File: src/rtl/state_machine.sv
// rtl/state_machine.sv - timed three-phase greenhouse sequencer (irrigate, soak, ventilate)
// Each phase lasts its programmed cycle count; dropping enable aborts to IDLE.
module state_machine #(
   parameter int DUR_W = 8
) (
   input  logic             clk,
   input  logic             reset,
   input  logic             enable,
   input  logic [DUR_W-1:0] state1_duration,
   input  logic [DUR_W-1:0] state2_duration,
   input  logic [DUR_W-1:0] state3_duration,
   output logic             done,
   output logic             irrigation_active,
   output logic             ventilation_active
);

   typedef enum logic [2:0] {
      ST_IDLE = 3'd0,
      ST_S1   = 3'd1,
      ST_S2   = 3'd2,
      ST_S3   = 3'd3,
      ST_DONE = 3'd4
   } state_t;

   localparam logic [DUR_W-1:0] CNT_ONE = {{(DUR_W-1){1'b0}}, 1'b1};

   state_t           state_q, state_d;
   logic [DUR_W-1:0] cnt_q, cnt_d;
   logic [DUR_W-1:0] dur_sel;
   logic [DUR_W-1:0] last_cnt;
   logic             expired;

   always_ff @(posedge clk or posedge reset) begin
      if (reset) begin
         state_q <= ST_IDLE;
         cnt_q   <= '0;
      end else begin
         state_q <= state_d;
         cnt_q   <= cnt_d;
      end
   end

   // A zero duration behaves as one cycle so the sequence can never stall.
   always_comb begin
      dur_sel = '0;
      case (state_q)
         ST_S1:   dur_sel = state1_duration;
         ST_S2:   dur_sel = state2_duration;
         ST_S3:   dur_sel = state3_duration;
         default: dur_sel = '0;
      endcase
      last_cnt = (dur_sel == '0) ? '0 : (dur_sel - CNT_ONE);
      expired  = (cnt_q == last_cnt);
   end

   always_comb begin
      state_d = state_q;
      cnt_d   = cnt_q;
      case (state_q)
         ST_IDLE: begin
            cnt_d = '0;
            if (enable) state_d = ST_S1;
         end
         ST_S1, ST_S2, ST_S3: begin
            // Abort outranks phase expiry.
            if (!enable) begin
               state_d = ST_IDLE;
               cnt_d   = '0;
            end else if (expired) begin
               cnt_d = '0;
               case (state_q)
                  ST_S1:   state_d = ST_S2;
                  ST_S2:   state_d = ST_S3;
                  default: state_d = ST_DONE;
               endcase
            end else begin
               cnt_d = cnt_q + CNT_ONE;
            end
         end
         ST_DONE: begin
            cnt_d = '0;
            if (!enable) state_d = ST_IDLE;
         end
         default: begin
            state_d = ST_IDLE;
            cnt_d   = '0;
         end
      endcase
   end

   always_comb begin
      done               = (state_q == ST_DONE);
      irrigation_active  = (state_q == ST_S1);
      ventilation_active = (state_q == ST_S3);
   end

endmodule

File: config.mk
export PLATFORM = sky130hd
export DESIGN_NAME = state_machine
export DESIGN_NICKNAME = d
export VERILOG_FILES = /design/src/rtl/state_machine.sv
export SDC_FILE = /design/constraint.sdc
export NUM_CORES = 1
export LEC_CHECK = 0
export BUFFER_PORTS_ARGS = -buffer_cell sky130_fd_sc_hd__buf_2
export CAP_MARGIN = 20
export CORE_MARGIN = 2
export CORE_UTILIZATION = 52
export DETAILED_ROUTE_END_ITERATION = 6
export PLACE_DENSITY = 0.77
export REMOVE_ABC_BUFFERS = 1
export SYNTH_ARGS = -nofsm -noshare
export SYNTH_HDL_FRONTEND = slang
export SYNTH_SLANG_ARGS = --single-unit
File: constraint.sdc
create_clock -name clk -period 4.1 [get_ports clk]
set_input_delay 0.41 -clock clk [delete_from_list [all_inputs] [get_ports clk]]
set_output_delay 0.41 -clock clk [all_outputs]
set_load 0.005 [all_outputs]
After elaboration in Yosys (flattened, before gate mapping)
Cells that the tools add are included.
{ "op_classes": {"n_mux": 11, "addsub": 2, "eq_ne": 8, "n_reduce_logical": 4} }
{ "ops": {"columns": ["cell", "count"], "rows": [
  ["2-to-1 mux 8 bit", 4],
  ["case mux 8 bit (3 select lines)", 1],
  ["2-to-1 mux 3 bit", 4],
  ["case mux 3 bit (3 select lines)", 1],
  ["adder 8 x 1 -> 8 bit, second input constant", 1],
  ["equality test 8 bit", 1],
  ["logical NOT 8 bit", 1],
  ["subtractor 8 x 1 -> 8 bit, second input constant", 1],
  ["equality test 3 x 2 -> 1 bit, second input constant", 2],
  ["case mux 3 bit (2 select lines)", 1],
  ["inequality test 2 bit, second input constant", 2],
  ["equality test 3 x 1 -> 1 bit, second input constant", 1],
  ["equality test 3 bit, second input constant", 1],
  ["logical NOT 3 bit", 1],
  ["inequality test 3 bit, second input constant", 1],
  ["AND reduction 3 bit", 1],
  ["OR reduction 3 bit", 1]
]} }
{ "totals": {"register_bits": 11, "inputBits": 27, "elab_cells": 27, "output_inout_bits": 3} }

Longest topological paths before layout
Gate-level depths: netlist of run 1.
{ "depth": {"ltp_word": 8, "ltp_mapped": 15, "mapped_depth_nobuf": 12} }

Worst setup path before layout of run 1
No wires, ideal clock.
{ "synth_path": {"path_kind": "register to register", "start": "register state_q[1]", "end": "register state_q[1]", "setup_slack_ns": 0.962, "period_less_slack_ns": 3.138, "arrival_ns": 3.060, "required_time_ns": 4.023, "stages_incl_launch_ff": 16, "setup_time_ns": 0.077, "n_path_buf": 3, "path_cell_list": "dfrtp_1 buf_6 buf_6 mux2i_1 a211oi_2 inv_1 ha_1 clkbuf_1 inv_1 a211o_1 a211o_2 a21oi_1 o211a_1 o221ai_1 or4_1 a21oi_1"} }
{ "synth_between": {"elab_chain_len": 7, "word_cells_on_any_way": 19, "classes_between": "1 x add/sub; 8 x eq/ne; 6 x mux; 4 x reduce/logical"} }
{ "synth_rtl": {"columns": ["element", "line_no", "rtl"], "rows": [
  ["from (decl)", "27", "state_t state_q, state_d;"],
  ["from (signal assigned)", "38", "state_q <= state_d;"],
  ["equality test 3 x 2 -> 1 bit, or another cell as far along", "46, 59", null],
  ["case mux 8 bit (3 select lines)", "46", "case (state_q)"],
  ["subtractor 8 x 1 -> 8 bit / logical NOT 8 bit (equally long branches)", "52", "last_cnt = (dur_sel == '0) ? '0 : (dur_sel - CNT_ONE);"],
  ["2-to-1 mux 8 bit", "52", null],
  ["equality test 8 bit", "53", "expired = (cnt_q == last_cnt);"],
  ["inequality test 3 bit (no line)", null, null],
  ["AND reduction 3 bit (no line)", null, null]
]} }
Parallel ways exist; a longest one is shown, timed or not. The select of a mux whose other input is x is not followed.
A chain may end at the register's enable or synchronous reset.

Final worst setup path of run 1
{ "layout_path": {"start": "register state_q[1]", "end": "register state_q[0]"} }
Same word-level chain as after synthesis.

==> results, run 1 <==
- Summing every instance area after synthesis gives 0.001349 sq mm.
- Among all flip-flop cells after synthesis, the most frequent one is sky130_fd_sc_hd__dfrtp_1.
- The number of core rows is 18.
- Dividing the final minimum period by the clock period gives 0.8822.
- The clock-pin slew on the worst setup and hold paths is around 0.070 ns.
- Setup violations remaining at the end of the flow were counted as 0.
- The combinational family with the most area after synthesis is compound AO/OA/AOI/OAI gates.
- A synthesized cell averages 8.816 sq um.
- The critical path is of the flip-flop to flip-flop type.
- The sequential cells in the finished layout cover a total of 275.3 sq um.
- Summed over all instances, the cell type with the most area after synthesis is sky130_fd_sc_hd__dfrtp_1.
- The sequential element share of the synthesized area is 0.2041.
- Entering global routing, the biggest net connects 21 pins.
- STA classifies the critical path endpoint as a flip-flop.
- The number of antenna violations at the first check in global routing was 0.
- In this run the power density over the cells is 208.4 mW/mm^2.
- TritonCTS built the clock tree.
- The number of instances in the synthesized netlist is 153.
- The final net count is about 210.
- From left edge to right edge, the die measures 54.93 um.
- The count of input and output buffers is 29.
- The number of cells on the worst reg-to-reg path is 12.
- The number of gates resized after CTS is 0.
- The fraction of final layout cells with drive strength greater than 1 is 0.3146.
- Tracing the worst setup path back leads to its startpoint at state_q[1].
- The worst setup path is launched from a flip-flop.
- On the final layout, the worst clock skew is 0.0009596 ns.
- For this run, asynchronously set or reset flops after synthesis account for 1.000.
- The post-synthesis compound-gate area fraction was 0.2774.
- Measured along the y axis, the die boundary spans 54.93 um.
- The total CTS buffers is 3.
- The worst IR drop on VDD is 0.2139 mV.
- The max-slew headroom at the worst pin is 0.5471.
- The post-synthesis mux area share is 0.07699.
- In the global route stage, overall resource usage came out at 0.2394.
- The type of the tightest min-delay check is input port to asynchronous set/reset pin.
- The run finished with clean final reports.
- The cell area reported after detailed placement is between 0.001 and 0.0015 sq mm.
- Summed over all layers, the global routing overflow is 0.
- For the worst setup path, the data arrival time is 3.78 ns.
- The core outline area is 0.002477 sq mm.
- The maximum clock insertion buffer count is 2.
- The first routing iteration left 33 violations.
- For this run, the number of Yosys warnings is 0.
- Setup repair after global routing left no endpoint under its margin.
- The share of synthesized area in the top cell type comes to 0.2041.
- The number of synthesized register bits is 11.
- In this run the remaining antenna-violating nets after routing total 0.
- The post-CTS setup repair buffer count is 0.
- Using the TritonRoute via totals, the vias-per-cell ratio works out to 6.101.
- The post-detailed-placement half-perimeter wirelength is about 2500 um.
- The tool flagged a number of max-cap violations equal to 0.
- Subtracting the final worst setup slack from the clock period gives between 3 and 4 ns.
- The number of hold buffers added after CTS was 0.
- The average routed wire per standard cell is 14.80 um.
- The number of H-tree branching levels is 1.
- Fill cells in the final layout number 228.
- After synthesis, the netlist uses 53 different library cells.
- The fraction of the mapped netlist area in adder cells is 0.02783.
- The top cell types in the final layout, fill and taps aside, are sky130_fd_sc_hd__buf_2, sky130_fd_sc_hd__nor2_1, sky130_fd_sc_hd__dfrtp_1.
- The analysis attributes to cell leakage a power of 0.0006211 uW.
- 0 antenna diodes ended up in the layout.
- The library cell used most frequently in the layout, excluding fill and tap cells, is sky130_fd_sc_hd__buf_2.
- The required time at the endpoint of the critical path is approximately 4.3 ns.
- The launching point of the worst reg2reg path is state_q[1].
- CTS saw 11 sinks.
- In the routed design, unresolved DRC markers number 0.
- The die covers 0.003017 sq mm.
- The clock latency on the worst-skew pair is 0.28 ns.
- The cell chosen for the clock root is sky130_fd_sc_hd__clkbuf_4.
- The final weighted congestion of routability-driven global placement is 0.8990.
- Summed over all failing endpoints, the final setup total negative slack is 0 ns.
- The total non-filler cell area in the finished layout is 0.001475 sq mm.
- At the pin with the least slew margin, the transition time is ~0.68 ns.
- Along the worst path, the maximum fanout reaches 12.
- By area the synthesized netlist is led by sky130_fd_sc_hd__dfrtp_1, sky130_fd_sc_hd__nor2_1, sky130_fd_sc_hd__xor2_1.
- The area growth from synthesis to layout is 9.369%.
- Of the total synthesized cell area, the portion taken by AND, OR, NAND and NOR gates is 0.2468.
- The number of global-route vias before repair came to around 1200.
- The first global-routing pass estimated between 5000 and 6000 um of wire.
- The parity-gate share of the synthesized area counting xor and xnor cells is 0.07792.
- The footprint of the multi-input gates is 953.4 sq um.
- The top-level I/O count is 30.
- The number of failing hold endpoints at the final stage is 0.
- The number of flops mapped to enable cells by yosys is 0.
- The iteration count of the initial detailed-routing pass is 4.
- The maximum operating frequency is 0.2765 GHz.
- Summing over every cut layer, the via total after detailed routing is between 1000 and 1500.
- The number of pins with negative max-slew slack in the final report is 0.
- The effective utilization at floorplan is 0.5444.
- The detailed-route wire length is slightly above 3000 um.
==> cell type report <==
| cell class | count | area share |
|---|---|---|
| clock buffer | 4 | 0.01781 |
| timing repair buffer | 31 | 0.1086 |
| tap | 30 | 0.02545 |
| multi-input combinational | 126 | 0.6463 |
| inverter | 6 | 0.01527 |
| sequential | 11 | 0.1866 |
==> worst max-delay path: stages (launching register included) <==
cell                       delay [ns]
sky130_fd_sc_hd__dfrtp_1         0.71
sky130_fd_sc_hd__mux2i_1         0.30
sky130_fd_sc_hd__a211oi_2        0.12
sky130_fd_sc_hd__inv_1           0.15
sky130_fd_sc_hd__ha_1            0.34
sky130_fd_sc_hd__inv_1           0.14
sky130_fd_sc_hd__a211o_1         0.29
sky130_fd_sc_hd__a211o_2         0.26
sky130_fd_sc_hd__a21oi_1         0.15
sky130_fd_sc_hd__o211a_1         0.16
sky130_fd_sc_hd__o221ai_1        0.21
sky130_fd_sc_hd__or2_1           0.34
sky130_fd_sc_hd__a211oi_1        0.33
==> routing by layer <==
| metal | share of wire | vias to the layer above | wire (um) | global-route usage |
|---|---|---|---|---|
| met5 | 0 | - | 0 | 0 |
| li1 | - | 625 | - | - |
| met2 | 0.52 | 43 | 1588 | 0.4444 |
| met4 | 0.020 | 0 | 61 | 0.08943 |
| met1 | 0.40 | 594 | 1221 | 0.2766 |
| met3 | 0.067 | 7 | 205 | 0.03226 |
==> worst paths after layout <==
check	to	slack, ns
max	state_q[0]	0.48
min	cnt_q[0]	0.10
max reg2reg	state_q[0]	0.48
min reg2reg	cnt_q[0]	0.62
max in group asynchronous	state_q[2]	3.71
min in group clk	state_q[2]	0.37
==> registers in the layout, summed over array words and instances, names as in the netlist <==
signal	count
cnt_q	8
state_q	3
==> cells in the mapped netlist (2+ instances only) <==
cell	count
sky130_fd_sc_hd__a31oi_1	2
sky130_fd_sc_hd__or4_1	2
sky130_fd_sc_hd__a211oi_1	4
sky130_fd_sc_hd__nor3_1	5
sky130_fd_sc_hd__or2_2	2
sky130_fd_sc_hd__ha_1	3
sky130_fd_sc_hd__and2_1	2
sky130_fd_sc_hd__nand4_1	2
sky130_fd_sc_hd__nor2_1	18
sky130_fd_sc_hd__clkbuf_1	3
sky130_fd_sc_hd__mux2i_1	6
sky130_fd_sc_hd__buf_6	4
sky130_fd_sc_hd__a211o_2	3
sky130_fd_sc_hd__a211oi_2	3
sky130_fd_sc_hd__clkbuf_8	3
sky130_fd_sc_hd__mux2_4	2
sky130_fd_sc_hd__xor2_1	7
sky130_fd_sc_hd__nor4_1	3
sky130_fd_sc_hd__xnor2_1	5
sky130_fd_sc_hd__a21oi_1	10
sky130_fd_sc_hd__o21a_1	2
sky130_fd_sc_hd__and3_1	4
sky130_fd_sc_hd__a211o_1	3
sky130_fd_sc_hd__a21oi_2	2
sky130_fd_sc_hd__dfrtp_1	11
sky130_fd_sc_hd__inv_1	6
sky130_fd_sc_hd__a2111o_1	2
sky130_fd_sc_hd__nand2_1	4
sky130_fd_sc_hd__nand3_1	6
==> power by group <==
part / leakage (uW) / switching (uW) / internal (uW)
Combinational: 0.000456 / 63.8 / 49.6
Clock: 0.0000150 / 38.9 / 37.8
Sequential: 0.000150 / 7.12 / 110
==> kinds of logic after synthesis <==
logic type / Yosys count
simple gates: 58
compound gates: 44
buf+inv: 16
xor+xnor: 12
flops: 11
mux: 9
fa+ha+maj: 3
==> through the flow <==
step | hold WS, ns | utilization | worst slack [ns] | cells | total power [uW]
floorplan | 0.2624 | - | 0.7128 | 143 | 198.0
global placement | 0.4077 | 0.5848 | 0.7214 | 204 | 227.0
detailed placement | 0.4222 | 0.5848 | 0.5309 | 204 | 231.4
CTS | 0.1242 | 0.5955 | 0.4687 | 208 | 306.4
global route | 0.1416 | 0.5955 | 0.1864 | 208 | 328.3
finish | 0.1031 | 0.5955 | 0.4830 | 208 | 307.5
No activity file was read; power rests on OpenSTA's default activity.
==> run 2: changes to the inputs <==
--- a/config.mk
+++ b/config.mk
@@ -7,10 +7,13 @@
 export LEC_CHECK = 0
 export BUFFER_PORTS_ARGS = -buffer_cell sky130_fd_sc_hd__buf_2
 export CAP_MARGIN = 20
+export CELL_PAD_IN_SITES_DETAIL_PLACEMENT = 1
+export CELL_PAD_IN_SITES_GLOBAL_PLACEMENT = 1
 export CORE_MARGIN = 2
-export CORE_UTILIZATION = 52
+export CORE_UTILIZATION = 40
 export DETAILED_ROUTE_END_ITERATION = 6
-export PLACE_DENSITY = 0.77
+export GPL_TIMING_DRIVEN = 0
+export PLACE_DENSITY_LB_ADDON = 0.1
 export REMOVE_ABC_BUFFERS = 1
 export SYNTH_ARGS = -nofsm -noshare
 export SYNTH_HDL_FRONTEND = slang
==> run 2 against run 1 <==
Die area grew 28%. Hold slack better by 0.023 ns. Worst setup slack worse by 0.18 ns. Via count is 1.3% lower. Core utilization is 14 points lower. Register-to-register slack lost 0.18 ns. Cell count up 6.7%. First-iteration DRC count shrank 42%.
==> results, run 2 (same netlist as run 1, synthesis figures left out) <==
- The final-report setup violation count is 0 (unchanged).
- The number of core rows is 21 (+3).
- The fraction of final layout cells with drive strength greater than 1 was 0.3125 (-0.002107).
- The total power consumption of the routed design is 302.4 uW (-1.6%).
- The overall track demand over capacity in global routing is 0.1952 (-0.04413).
- The iteration count of the initial detailed-routing pass came to 4 (unchanged).
- The area taken by flip-flops and latches is 276.5 sq um (+0.45%).
- The required time at the endpoint of the critical path is 4.28 ns (+0.02 ns).
- The total power density per cell area is 204.1 mW/mm^2 (-2.1%).
- The endpoint of the worst setup timing path is state_q[1].
- TritonCTS built the clock tree.
- The final worst setup slack was 0.3077 ns (-0.1753 ns).
- The first-pass GRT wire length is 5699 um (+12%).
- STA classifies the critical path endpoint as a flip-flop.
- The detailed router's first-iteration violation count was 19 (-42%).
- The category of the most critical setup path is flip-flop to flip-flop.
- The setup slack after placement is -0.006065 ns (-0.5370 ns).
- The sink count of the clock tree is 11 (unchanged).
- The cell with the largest stage delay on the worst path is sky130_fd_sc_hd__dfrtp_2.
- The number of failing hold endpoints at the final stage is 0 (unchanged).
- The maximum fanout along the worst path was 23 (+11).
- The most flop-heavy register is cnt_q.
- In this run the critical register-to-register path is launched from state_q[1].
- The clock latency on the worst-skew pair is 0.26 ns (-0.02 ns).
- The signal on the critical path passes through mux2i_1 > a211oi_2 > inv_1 > ha_1 > inv_1 > a211o_1 > a211o_2 > a21oi_1 > o211a_1 > o221ai_1 > or4_1 > a21oi_1.
- The residual DRC count is 0 (unchanged).
- The total CTS buffers is 3 (unchanged).
- The number of flip-flops in the largest register is 8 (unchanged).
- The per-cell via count in the routed design was 5.640 (-7.6%).
- The worst IR drop on VDD was 0.2098 mV (-1.9%).
- The final net count came to 207 (-0.96%).
- The y dimension of the die is 62.07 um (+13%).
- The number of antenna violations at the first check in global routing is 0 (unchanged).
- The biggest cell delay along the critical path was 0.70 ns (about the same).
- The maximum clock insertion buffer count came to 2 (unchanged).
- In the layout the commonest cells are sky130_fd_sc_hd__buf_2, sky130_fd_sc_hd__nor2_1, sky130_fd_sc_hd__a21oi_1, sky130_fd_sc_hd__dfrtp_1, sky130_fd_sc_hd__xor2_1.
- The final core area utilization came to 0.4510 (-0.1444).
- The commonest non-fill, non-tap cell in the layout is sky130_fd_sc_hd__buf_2.
- The tightest min-delay check is of the input port to asynchronous set/reset pin type.
- The final weighted congestion of routability-driven global placement is 0.8069 (-10%).
- The count of nets left with antenna violations after detail routing is 0 (unchanged).
- The static leakage is 0.0006085 uW (-2.0%).
- The hold-fix buffer count after cts is 0 (unchanged).
- The max-slew headroom at the worst pin is 0.5456 (-0.001514).
- The clock skew is 0.002464 ns (+0.001505 ns).
- The top-level I/O count came to 30 (unchanged).
- The worst setup path startpoint is state_q[1].
- The minimum clock period was 3.792 ns (+0.1753 ns).
- The clock-pin slew on the worst setup and hold paths is 0.07 ns (about the same).
- The effective utilization at floorplan is 0.4107 (-0.1338).
- The summed negative setup slack over all endpoints is 0 ns (unchanged).
- The final worst-path cycle share came to 0.9250 (+0.04276).
- The detailed-route wire length is 3388 um (+10%).
- The max-capacitance violation count came to 0 (unchanged).
- The floorplan die area is 0.003853 sq mm (+28%).
- The number of pins with negative max-slew slack in the final report is 0 (unchanged).
- The number of antenna diodes was 0 (unchanged).
- The count of input and output buffers was 29 (unchanged).
- The core outline area was 0.003284 sq mm (+33%).
- The worst setup path is launched from a flip-flop.
- The number of inserted filler cells in the final layout came to 404 (+77%).
- The maximum operating frequency is 0.2637 GHz (-4.6%).
- The footprint of the multi-input gates is 953.4 sq um (unchanged).
- The post-detailed-placement half-perimeter wirelength is 2724 um (+8.8%).
- Setup repair after global routing left no endpoint under its margin.
- The number of H-tree branching levels is 1 (unchanged).
- The average routed wire per standard cell is 15.26 um (+3.1%).
- The setup slack on the worst flop-to-flop path is 0.31 ns (-0.18 ns).
- The worst endpoint data arrival time is 3.97 ns (+0.19 ns).
- The area growth from synthesis to layout is 9.833%.
- CTS placed an instance of sky130_fd_sc_hd__clkbuf_4 at the clock tree root.
- The number of cell instances on the worst register-to-register path came to 12 (unchanged).
- The chip width is 62.07 um (+13%).
- The transition time at the pin with the least slew margin is 0.6816 ns (+0.002271 ns).
- The number of global-route vias before repair was 1290 (+11%).
- The flow ran to the end, and the final reports show no timing, DRC or antenna violations.
- The via count of the routed design is 1252 (-1.3%).
- The largest net degree at the start of global routing is 24 (+14%).
- The largest registers in the layout are cnt_q x8, state_q x3.
- The worst reg2reg path endpoint is state_q[1].
- The total global routing overflow is 0 (unchanged).
==> run 2: changes by cell type in the layout (fill, tap and decap cells not counted) <==
cell	previous run	this run
sky130_fd_sc_hd__dfrtp_1	11	10
sky130_fd_sc_hd__buf_4	2	0
sky130_fd_sc_hd__dfrtp_2	0	1
==> run 2: worst min-delay path by stage <==
stage,start,cells after the start,end,slack [ns]
6_report,reset,2,cnt_q[3],0.13
2_1_floorplan,reset,1,cnt_q[0],0.26
3_5_place_dp,reset,2,cnt_q[3],0.42
5_1_grt,reset,2,cnt_q[3],0.16
4_1_cts,reset,2,cnt_q[1],0.14
3_3_place_gp,reset,2,cnt_q[0],0.42
==> run 2: timing repair <==
| item | CTS | global route |
|---|---|---|
| setup endpoints to repair | 3 | 0 |
| gates resized for setup | 1 | 0 |
| setup buffers | 0 | 0 |
==> run 2: stage by stage <==
stage | area [sq um] | instances | hold WS, ns
2_1_floorplan | 1251 | 143 | 0.2624
3_3_place_gp | 1454 | 218 | 0.4151
3_5_place_dp | 1454 | 218 | 0.4221
4_1_cts | 1481 | 222 | 0.1385
5_1_grt | 1481 | 222 | 0.1563
6_report | 1481 | 222 | 0.1263
==> run 2: layer usage <==
layer	wire length, um	GRT usage	share of wire	vias to the layer above
li1	-	-	-	618
met1	1440	0.2196	0.43	608
met2	1797	0.3839	0.53	24
met3	128	0.02277	0.038	2
met4	21	0.04559	0.0062	0
met5	0	0	0	-
==> run 2: report_power, final <==
part           internal (uW)  switching (uW)
logic                   49.2            62.9
registers                110            7.71
clock network           37.5            34.8
==> run 2: layout make-up <==
class,instances,area share
Multi-Input combinational cell,126,0.6436
Sequential cell,11,0.1867
Timing Repair Buffer,29,0.09797
Tap cell,46,0.03885
Clock buffer,4,0.01774
Inverter,6,0.01520
==> run 2: worst max-delay path, delay by kind of cell, from the launching register on <==
kind,cells,cell delay (ns)
flip-flops,1,0.70
multiplexers,1,0.29
AND/OR/NAND/NOR,1,0.54
adder cells (fa/ha/maj),1,0.36
buffers and inverters,2,0.33
AO/OA/AOI/OAI,7,1.47
==> run 3: changes to the inputs <==
--- a/config.mk
+++ b/config.mk
@@ -9,8 +9,8 @@
 export CAP_MARGIN = 20
 export CELL_PAD_IN_SITES_DETAIL_PLACEMENT = 1
 export CELL_PAD_IN_SITES_GLOBAL_PLACEMENT = 1
-export CORE_MARGIN = 2
-export CORE_UTILIZATION = 40
+export CORE_MARGIN = 10
+export CORE_UTILIZATION = 36
 export DETAILED_ROUTE_END_ITERATION = 6
 export GPL_TIMING_DRIVEN = 0
 export PLACE_DENSITY_LB_ADDON = 0.1
==> constraint.sdc (replaced) <==
create_clock -name clk -period 3.2 [get_ports clk]
set_input_delay 0.32 -clock clk [delete_from_list [all_inputs] [get_ports clk]]
set_output_delay 0.32 -clock clk [all_outputs]
set_load 0.005 [all_outputs]
==> run 3 against run 2 <==
Hold slack worse by 0.058 ns. Via count is 4.0% higher. Register-to-register slack worse by 0.22 ns. Global-route usage is 6.6 points lower.
==> results, run 3 (same netlist as run 1, synthesis figures left out) <==
- The routing usage on met1 is 0.1417 (-0.07789).
- The total CTS buffers is 3 (unchanged).
- The largest registers in the layout are cnt_q x8, state_q x3.
- The y dimension of the die was 81.21 um (+31%).
- The detailed-route wire length is 4158 um (+23%).
- The internal power contribution was 318.0 uW (+61%).
- The maximum clock insertion buffer count was 2 (unchanged).
- The number of failing hold endpoints at the final stage came to 0 (unchanged).
- The via count of the routed design came to 1302 (+4.0%).
- The first-pass GRT wire length is 6941 um (+22%).
- The final-report setup violation count is 0 (unchanged).
- The total power consumption of the routed design is 479.6 uW (+59%).
- The most common cell type on the critical path is sky130_fd_sc_hd__a21oi_1.
- The number of cell instances on the worst register-to-register path is 12 (unchanged).
- The required time at the endpoint of the critical path is 3.36 ns (-0.92 ns).
- The type of the tightest min-delay check is input port to asynchronous set/reset pin.
- The effective utilization at floorplan came to 0.3712 (-0.03945).
- The commonest non-fill, non-tap cell in the layout is sky130_fd_sc_hd__buf_2.
- The chip width is 81.21 um (+31%).
- The met2 usage is 0.2468 (-0.1371).
- The portion of total power attributed to combinational logic came to 0.392 (+0.021).
- The cell with the largest stage delay on the worst path is sky130_fd_sc_hd__dfrtp_4.
- The max-slew headroom at the worst pin is 0.6507 (+0.1051).
- The worst endpoint data arrival time was 3.27 ns (-0.70 ns).
- The family with the most delay on the worst path is compound AO/OA/AOI/OAI gates.
- The max-capacitance violation count is 0 (unchanged).
- The total power density per cell area is 283.5 mW/mm^2 (+39%).
- Walking the worst path, the cells encountered are mux2i_2 > a211oi_2 > buf_4 > inv_4 > ha_1 > nor2_1 > a21boi_0 > o32ai_1 > a21oi_1 > a2111o_1 > or4_1 > a21oi_1.
- The biggest cell delay along the critical path came to 0.53 ns (-0.17 ns).
- The highest-utilization routing layer at the global route stage is met2.
- The total non-filler cell area in the finished layout is 0.001692 sq mm (+14%).
- In the layout the commonest cells are sky130_fd_sc_hd__buf_2, sky130_fd_sc_hd__nor2_1, sky130_fd_sc_hd__buf_4.
- STA classifies the critical path startpoint as a flip-flop.
- The top-level I/O count is 30 (unchanged).
- The residual DRC count is 0 (unchanged).
- The core outline area is 0.003633 sq mm (+11%).
- The final weighted congestion of routability-driven global placement was 0.8297 (+2.8%).
- TritonCTS built the clock tree.
- The number of global-route vias before repair is 1443 (+12%).
- The minimum clock period is 3.111 ns (-0.6808 ns).
- The overall track demand over capacity in global routing was 0.1292 (-0.06605).
- The number of antenna violations at the first check in global routing is 0 (unchanged).
- The number of inserted filler cells in the final layout is 452 (+12%).
- The floorplan die area came to 0.006595 sq mm (+71%).
- The routing usage on met3 was 0.02208 (-0.0006993).
- The number of pins with negative max-slew slack in the final report came to 0 (unchanged).
- The post-detailed-placement half-perimeter wirelength is 3037 um (+11%).
- Counting flops per register, the top entry is cnt_q.
- The switching part of the total came to 0.3369 (-0.01157).
- The post-route worst hold slack was 0.06786 ns (-0.05839 ns).
- The clock-pin slew on the worst setup and hold paths is 0.05 ns (-0.02 ns).
- In this run the clock root is driven by a sky130_fd_sc_hd__clkbuf_8.
- The number of antenna diodes is 0 (unchanged).
- The summed negative setup slack over all endpoints is 0 ns (unchanged).
- The maximum operating frequency is 0.3214 GHz (+22%).
- The number of logic stages on the critical path including buffering came to 12 (unchanged).
- The clock skew was 0.002403 ns (-0.00006154 ns).
- The clock latency on the worst-skew pair is 0.24 ns (-0.02 ns).
- The transition time at the pin with the least slew margin was 0.5192 ns (-0.1625 ns).
- The per-cell via count in the routed design is 5.517 (-2.2%).
- The power share of the clock group is 0.295 (+0.056).
- The cell area reported after detailed placement is 0.001456 sq mm (+0.17%).
- The number of H-tree branching levels came to 1 (unchanged).
- The flow ran to the end, and the final reports show no timing, DRC or antenna violations.
- The count of nets left with antenna violations after detail routing is 0 (unchanged).
- The average routed wire per standard cell is 17.62 um (+15%).
- The number of core rows is 22 (+4.8%).
- The sink count of the clock tree was 11 (unchanged).
- The count of input and output buffers is 29 (unchanged).
- The detailed router's first-iteration violation count is 41 (+22).
- The sequential power share is 0.312 (-0.078).
- The iteration count of the initial detailed-routing pass was 4 (unchanged).
- The final net count is 219 (+5.8%).
- The static leakage is 0.0006882 uW (+13%).
- The worst IR drop on VDD is 0.2000 mV (-4.6%).
- The maximum fanout along the worst path is 8 (-65%).
- The largest net degree at the start of global routing is 15 (-38%).
- The relative area change from synthesis to final layout is 25.42%.
- The fraction of final layout cells with drive strength greater than 1 is 0.4149 (+0.1024).
- The final worst-path cycle share came to 0.9723 (+0.04739).
- The critical path is of the flip-flop to flip-flop type.
- The total global routing overflow is 0 (unchanged).
- The net load switching power came to 161.6 uW (+53%).
- The number of flip-flops in the largest register was 8 (unchanged).
- The buffering stage count on the worst path with inverters included is 2 (unchanged).
- The critical path endpoint category is a flip-flop.
==> run 3: worst register-to-register path: stages (launching register included) <==
cell,delay [ns]
sky130_fd_sc_hd__dfrtp_4,0.53
sky130_fd_sc_hd__mux2i_2,0.18
sky130_fd_sc_hd__a211oi_2,0.23
sky130_fd_sc_hd__buf_4,0.18
sky130_fd_sc_hd__inv_4,0.05
sky130_fd_sc_hd__ha_1,0.33
sky130_fd_sc_hd__nor2_1,0.09
sky130_fd_sc_hd__a21boi_0,0.14
sky130_fd_sc_hd__o32ai_1,0.23
sky130_fd_sc_hd__a21oi_1,0.10
sky130_fd_sc_hd__a2111o_1,0.41
sky130_fd_sc_hd__or4_1,0.44
sky130_fd_sc_hd__a21oi_1,0.13
==> run 3: worst paths after layout <==
path	start	to	slack (ns)
max	state_q[1]	state_q[1]	0.09
min	reset	cnt_q[3]	0.07
max reg2reg	state_q[1]	state_q[1]	0.09
min reg2reg	cnt_q[0]	cnt_q[0]	0.62
max in group asynchronous	reset	state_q[1]	2.79
min in group clk	enable	state_q[2]	0.31
==> run 3: repair_timing <==
item	4_1_cts	5_1_grt
endpoints found under the setup margin	11	10
endpoints found under the hold margin	0	0
buffers inserted	6	6
resized for setup	9	11
hold buffers	0	0
pin swaps	1	8
==> run 3: power by group through the flow <==
| stage | Clock (uW) | Sequential (uW) | Combinational, uW |
|---|---|---|---|
| 3_5_place_dp | 0 | 154 | 144 |
| 3_3_place_gp | 0 | 154 | 140 |
| 6_report | 142 | 150 | 188 |
| 4_1_cts | 144 | 149 | 158 |
| 2_1_floorplan | 0 | 151 | 103 |
| 5_1_grt | 154 | 150 | 207 |
==> run 3: layout make-up <==
type	instances	area, sq um	share of cell area
inverters	6	25.02	0.01479
repair buffers	41	247.7	0.1465
multi-input cells	126	1030	0.6087
clock buffers	4	45.04	0.02663
flip-flops and latches	11	284.0	0.1679
well taps	48	60.06	0.03550
==> run 3: metrics by stage <==
stage | cells | worst slack (ns) | utilization
2_1_floorplan | 143 | -0.1872 | -
3_3_place_gp | 220 | -0.6572 | 0.4008
3_5_place_dp | 220 | -0.8171 | 0.4008
4_1_cts | 230 | 0.009436 | 0.4318
5_1_grt | 236 | -0.01853 | 0.4656
6_report | 236 | 0.08851 | 0.4656
==> run 3: layer usage <==
metal  share of wire  vias up
met1            0.42      639
li1                -      644
met4          0.0099        0
met3           0.026        5
met2            0.55       14
met5               0        -
